`src/rtl/cnn_input_loader.sv`:
```
// Streams one frame (IMG_SIZE*IMG_SIZE Q8.8 pixels, then a label beat) into a register image and starts the CNN.
// Define CNN_LOADER_SAT_EN to clamp pixels to [0.0, 1.0] before storage.
module cnn_input_loader #(
    parameter int IMG_SIZE = 4
) (
    input  logic                                     clk,
    input  logic                                     rst,
    input  logic                                     s_valid,
    output logic                                     s_ready,
    input  logic [15:0]                              s_data,
    input  logic                                     s_last,
    output logic [IMG_SIZE-1:0][IMG_SIZE-1:0][15:0]  image,
    output logic [15:0]                              label,
    output logic                                     cnn_start,
    input  logic                                     cnn_done,
    output logic                                     frame_err,
    output logic [15:0]                              frame_cnt
);

    localparam int NPIX = IMG_SIZE * IMG_SIZE;
    localparam int CW   = $clog2(NPIX + 1);

    typedef enum logic [1:0] {
        LOAD = 2'd0,
        FIRE = 2'd1,
        WAIT = 2'd2,
        DROP = 2'd3
    } state_t;

    state_t          state_reg;
    logic [CW-1:0]   beat_cnt_reg;
    logic [15:0]     label_reg;
    logic            cnn_start_reg;
    logic            frame_err_reg;
    logic [15:0]     frame_cnt_reg;
    logic [15:0]     image_reg [NPIX];

    logic            accept;
    logic            at_label;
    logic            pix_we;
    logic [15:0]     pix_data;

    function automatic logic [15:0] sat_pixel(input logic [15:0] d);
`ifdef CNN_LOADER_SAT_EN
        if (d[15])
            return 16'h0000;
        else if (d > 16'h0100)
            return 16'h0100;
        else
            return d;
`else
        return d;
`endif
    endfunction

    assign s_ready  = (state_reg == LOAD) || (state_reg == DROP);
    assign accept   = s_valid && s_ready;
    assign at_label = (beat_cnt_reg == CW'(NPIX));
    // A beat carrying s_last before the label position is a framing error, so its data is not stored.
    assign pix_we   = accept && (state_reg == LOAD) && !at_label && !s_last;
    assign pix_data = sat_pixel(s_data);

    always_ff @(posedge clk or posedge rst) begin
        if (rst) begin
            state_reg     <= LOAD;
            beat_cnt_reg  <= '0;
            label_reg     <= '0;
            cnn_start_reg <= 1'b0;
            frame_err_reg <= 1'b0;
            frame_cnt_reg <= '0;
        end else begin
            cnn_start_reg <= 1'b0;
            frame_err_reg <= 1'b0;
            case (state_reg)
                LOAD: begin
                    if (accept) begin
                        if (at_label) begin
                            beat_cnt_reg <= '0;
                            if (s_last) begin
                                label_reg     <= s_data;
                                cnn_start_reg <= 1'b1;
                                state_reg     <= FIRE;
                            end else begin
                                frame_err_reg <= 1'b1;
                                state_reg     <= DROP;
                            end
                        end else if (s_last) begin
                            frame_err_reg <= 1'b1;
                            beat_cnt_reg  <= '0;
                        end else begin
                            beat_cnt_reg <= beat_cnt_reg + 1'b1;
                        end
                    end
                end
                FIRE: begin
                    frame_cnt_reg <= frame_cnt_reg + 16'd1;
                    state_reg     <= WAIT;
                end
                WAIT: begin
                    if (cnn_done)
                        state_reg <= LOAD;
                end
                DROP: begin
                    if (accept && s_last)
                        state_reg <= LOAD;
                end
                default: state_reg <= LOAD;
            endcase
        end
    end

    // One register per pixel, written only when the beat counter points at it.
    generate
        for (genvar gi = 0; gi < NPIX; gi++) begin : g_pix
            always_ff @(posedge clk or posedge rst) begin
                if (rst)
                    image_reg[gi] <= '0;
                else if (pix_we && (beat_cnt_reg == CW'(gi)))
                    image_reg[gi] <= pix_data;
            end
            assign image[gi / IMG_SIZE][gi % IMG_SIZE] = image_reg[gi];
        end
    endgenerate

    assign label     = label_reg;
    assign cnn_start = cnn_start_reg;
    assign frame_err = frame_err_reg;
    assign frame_cnt = frame_cnt_reg;

endmodule

```
`config.mk`:
```
export PLATFORM = sky130hd
export DESIGN_NAME = cnn_input_loader
export DESIGN_NICKNAME = d
export VERILOG_FILES = /design/src/rtl/cnn_input_loader.sv
export SDC_FILE = /design/constraint.sdc
export NUM_CORES = 1
export LEC_CHECK = 0
export ABC_AREA = 1
export BUFFER_PORTS_ARGS = -buffer_cell sky130_fd_sc_hd__buf_4
export CAP_MARGIN = 20
export CORE_MARGIN = 5
export CORE_UTILIZATION = 25
export CTS_BUF_LIST = sky130_fd_sc_hd__clkbuf_8
export DETAILED_ROUTE_END_ITERATION = 7
export SYNTH_ARGS = -nofsm -noshare
export SYNTH_HDL_FRONTEND = slang
export SYNTH_SLANG_ARGS = --single-unit
```
`constraint.sdc`:
```
create_clock -name clk -period 9.5 [get_ports clk]
set_input_delay 0.475 -clock clk [delete_from_list [all_inputs] [get_ports clk]]
set_output_delay 0.475 -clock clk [all_outputs]
set_load 0.02 [all_outputs]
```
# After elaboration in Yosys (flattened, before gate mapping)

Index checks and enable logic that the tools add are counted.

Bits in registers: 297
Output and inout bits: 291
Word-level logic and storage cells: 92

Multiplexer cells: 16
Equality and inequality tests: 23
Reduce and logical (&&, ||, !) cells: 29
$add $sub $neg: 2

Operators by type and width:

| cell                  | count |
|---|---|
| $eq 5x4->1 const B    | 8 |
| $logic_and 1x1->1     | 21 |
| $eq 5x3->1 const B    | 4 |
| $add 16x1->16 const B | 1 |
| $eq 5x2->1 const B    | 2 |
| $mux 2                | 5 |
| $mux 5                | 2 |
| $mux 1                | 8 |
| $pmux 2 s4            | 1 |
| $reduce_and 4->1      | 2 |
| $ne 2x2->1 const B    | 3 |
| $add 5x1->5 const B   | 1 |
| $eq 5x1->1 const B    | 1 |
| $eq 5x5->1 const B    | 1 |
| $logic_not 5->1       | 1 |
| $eq 2x2->1 const B    | 2 |
| $eq 2x1->1 const B    | 1 |
| $logic_not 1->1       | 2 |
| $logic_not 2->1       | 1 |
| $ne 2x1->1 const B    | 1 |
| $reduce_and 2->1      | 1 |
| $logic_or 1x1->1      | 1 |

# Logic depth before layout (Yosys ltp)

Depth in word-level cells: 7
Depth in mapped cells: 11
Gate-level depth less buffers: 9

# Least setup slack after synthesis

No wires, ideal clock.

Path type: register to register
From: reg state_reg[0]
To: reg image_reg (netlist bit image[48])
Path buffers: 2
Slack: 7.557 ns
Library setup time: 0.118 ns
Cell stages (with the launch flop): 11
Arrival time: 1.825 ns
Cells stage by stage: dfrtp_1 inv_1 ha_1 inv_2 nand2_1 nor2_4 buf_4 nand4_2 buf_2 nand2_1 nand2_1

Longest elaborated chain between the ends: 7

RTL lines:

| item                                                 | RTL line | source |
|---|---|---|
| start: declaration                                   | 30       | `state_t state_reg;` |
| start signal: assignment                             | 65       | `state_reg <= LOAD;` |
| start signal: assignment                             | 82       | `state_reg <= FIRE;` |
| start signal: assignment                             | 85       | `state_reg <= DROP;` |
| $eq 2x2->1 / $logic_not 2->1 (equally long branches) | 56       | `assign s_ready = (state_reg == LOAD) \|\| (state_reg == DROP);` |
| $logic_or 1x1->1 *                                   | 56       |  |
| net s_ready                                          | 9        | `output logic s_ready,` |
| $logic_and 1x1->1 *                                  | 57       | `assign accept = s_valid && s_ready;` |
| $logic_and 1x1->1 * (3 in a row)                     | 60       | `assign pix_we = accept && (state_reg == LOAD) && !at_label && !s_last;` |
| $logic_and 1x1->1 *                                  | 118      | `else if (pix_we && (beat_cnt_reg == CW'(gi)))` |
| end signal: indexed assignment                       | 119      | `image_reg[gi] <= pix_data;` |
| end: declaration                                     | 36       | `logic [15:0] image_reg [NPIX];` |

The timed path passes the listed nets; every way through them passes the cells marked *.
A chain may end at the register's enable or synchronous reset.

# Worst setup path in the final report

From: reg state_reg[0]
To: reg image_reg (netlist bit image[194])

Longest elaborated chain between the ends: 7

RTL lines:

| item                                                 | RTL line |
|---|---|
| $eq 2x2->1 / $logic_not 2->1 (equally long branches) | 56, 60 |
| $logic_or 1x1->1                                     | 56 |
| $logic_and 1x1->1                                    | 57 |
| $logic_and 1x1->1 * (3 in a row)                     | 60 |
| $logic_and 1x1->1 *                                  | 118 |

Every way passes the cells marked *; elsewhere a longest branch is shown, timed or not.

==> flow_summary.json <==
{
  "crit_buf_inv": 5,
  "yosysWarnings": 0,
  "clock_sinks": 297,
  "async_reset_ff_share_pct": 100,
  "nets": 1692,
  "grt_pass1_wl_um": 68000,
  "design_area_um2": 16500,
  "root_buffer": "clkbuf_8",
  "syn_area_um2": 12500,
  "synth_top_flop_cell": "dfrtp_1",
  "drv_slew": 0,
  "antenna_left": 0,
  "drive_above_1_share_pct": 26.5,
  "min_path_type": "in -> async",
  "setup-tns-final_ns": 0,
  "avgViaCountPerCell": 4.61,
  "gp_congestion": 0.799,
  "clk_latency_ns": 0.63,
  "ctsHoldBuffers": 0,
  "seq_area_frac_synth_pct": 59.7,
  "ys_types": 29,
  "post_cts_buffers": 0,
  "crit_path_max_incr_delay_ns": 0.82,
  "maxSlewHeadroom_pct": 26.3,
  "num_rows": 81,
  "portBuffers": 311,
  "fmax_mhz": 282,
  "cts_made_buffers": 54,
  "place_hpwl_um": 29300,
  "irDropWorstVdd_mv": 0.123,
  "drc": 0,
  "dieArea_um2": 54400,
  "initial_core_util_pct": 25.3,
  "power.density_nw_per_um2": 263,
  "crit_chain": "inv_1 -> ha_1 -> inv_2 -> nand2_1 -> nor2_4 -> buf_4 -> inv_2 -> nor2_4 -> buf_12 -> nand3_1 -> nand2_1",
  "cts_tree": "done",
  "grt_use_met3_pct": 4.84,
  "top_usage_layer": "met2",
  "grt_use_total_pct": 16.4,
  "regArea_um2": 7430,
  "synth_top_area_share_pct": 59.7,
  "htree_levels": 2,
  "critPathArrivalTime_ns": 4.10,
  "ys_ff_latch": 297,
  "clock_skew_ns": 0.0378,
  "hold_viol_final": 0,
  "core_um2": 49200,
  "cp_max_fo": 213,
  "grtUsageMet2_pct": 26.6,
  "clk_path_buf_depth": 3,
  "vias": 10900,
  "met1_usage_pct": 21.7,
  "antenna_found_initial": 0,
  "postCtsResizedCells": 0,
  "wl_per_cell_um": 19.6,
  "io_pins": 312,
  "crit_family": "buffers and inverters",
  "grt_pass1_vias": 10500,
  "syn_inst": 1391,
  "gr-total-overflow": 0,
  "syn_area_per_cell_um2": 8.96,
  "cap_viol_max_count": 0,
  "multi_input_area_um2": 4440,
  "setup.worst_path.class": "reg -> reg",
  "cts.clk_slew.worst_paths_ns": 0.06,
  "synth_edf_count": 0,
  "die_y_um": 233,
  "cp-start-kind": "register",
  "layout_min_cycle_time_ns": 3.55,
  "largest_reg_flops": 256,
  "syn_nets": 1422,
  "drt-pass1-iter-count": 5,
  "final_common_cell": "nand2_1",
  "required_ns": 10.05,
  "dpl_cell_area_um2": 15200,
  "syn2layout_area_growth_pct": 32.2,
  "synth_top_area_cell": "dfrtp_1",
  "min_period_over_period_pct": 37.4,
  "antenna_cells": 0,
  "worst_pin_slew_ns": 1.11,
  "endpoint_kind": "register",
  "rsz0062_at_grt": "no",
  "grt_max_degree": 214,
  "outcome": "complete, no violations",
  "nFillCells": 5084,
  "drt_wl_total_um": 46400,
  "leakage_nw": 9.15,
  "final_cell_mix": "nand2_1 (603), buf_4 (313), dfrtp_1 (297), nand3_1 (263), clkbuf_8 (67)",
  "drtIter0Drc": 990,
  "synthTopCellsByArea": "dfrtp_1 (60%), nand2_1 (18%), nand3_1 (11%)",
  "setup_viol": 0,
  "cp_slowest_cell": "nor2_4",
  "die_w_um": 233,
  "final_util_pct": 33.5
}
[metal layers]
| layer | vias up | routed length [um] |
|---|---|---|
| li1 | 4989 | - |
| met1 | 5419 | 19300 |
| met2 | 446 | 22300 |
| met3 | 68 | 4020 |
| met4 | 0 | 860 |
| met5 | - | 0 |
[path summary, 6_finish.rpt]
path / startpoint / end / slack (ns) / depth (start not counted)
max in group asynchronous: rst / image[128] / 7.78 / 3
setup reg to reg: state_reg[0] / image[194] / 5.95 / 11
hold / removal: rst / image[103] / 0.02 / 2
min in group clk: s_last / state_reg[1] / 0.27 / 4
hold reg to reg: label[5] / label[5] / 0.48 / 2
setup / recovery: state_reg[0] / image[194] / 5.95 / 11
[final cells by class]
class / instances / area share (%)
tap: 664 / 5.05
timing repair buffer: 315 / 14.5
multi-input combinational: 965 / 27.0
sequential: 297 / 45.1
clock inverter: 34 / 2.04
inverter: 28 / 0.699
clock buffer: 67 / 5.60
[Yosys cell counts, types with 7 or more instances]
cell	number
inv_1	20
nand2_1	603
dfrtp_1	297
clkbuf_1	44
nand2_2	9
buf_2	37
xor2_1	7
inv_2	7
ha_1	10
nand4_1	8
nand3_1	263
o21ai_0	7
nor2_1	13
buf_4	8
nor2_2	12
nand4_2	8
buf_1	9
[power breakdown]
part | internal [mW] | switching [mW]
combinational | 0.436 | 0.836
clock | 0.829 | 0.576
sequential | 1.49 | 0.167
[worst register-to-register path, cell delays in order (launching register included)]
cell,delay [ns]
dfrtp_1,0.39
inv_1,0.08
ha_1,0.30
inv_2,0.06
nand2_1,0.11
nor2_4,0.10
buf_4,0.36
inv_2,0.14
nor2_4,0.82
buf_12,0.73
nand3_1,0.30
nand2_1,0.11
[logic make-up after synthesis]
| kind of cell | synth area share (%) |
|---|---|
| and+or+nand+nor | 33.3 |
| DFF | 59.7 |
| buffers and inverters | 4.70 |
| xor gates and xnor gates | 0.844 |
| adders and majority gates | 1.00 |
| AOI/OAI and AO/OA | 0.382 |
| muxes | 0.0904 |
[stage by stage]
step | worst slack (ns) | total power [mW] | cells | hold WS [ns]
final | 5.95 | 4.33 | 2370 | 0.0188
after global routing | 5.67 | 4.56 | 2370 | 0.0619
after CTS | 5.94 | 4.39 | 2370 | 0.0120
after detailed placement | 5.97 | 2.95 | 2269 | 0.467
after global placement | 6.07 | 2.93 | 2269 | 0.466
after floorplan | 0.821 | 2.39 | 1391 | 0.499
Note: power is estimated with default switching activity, not from simulation.
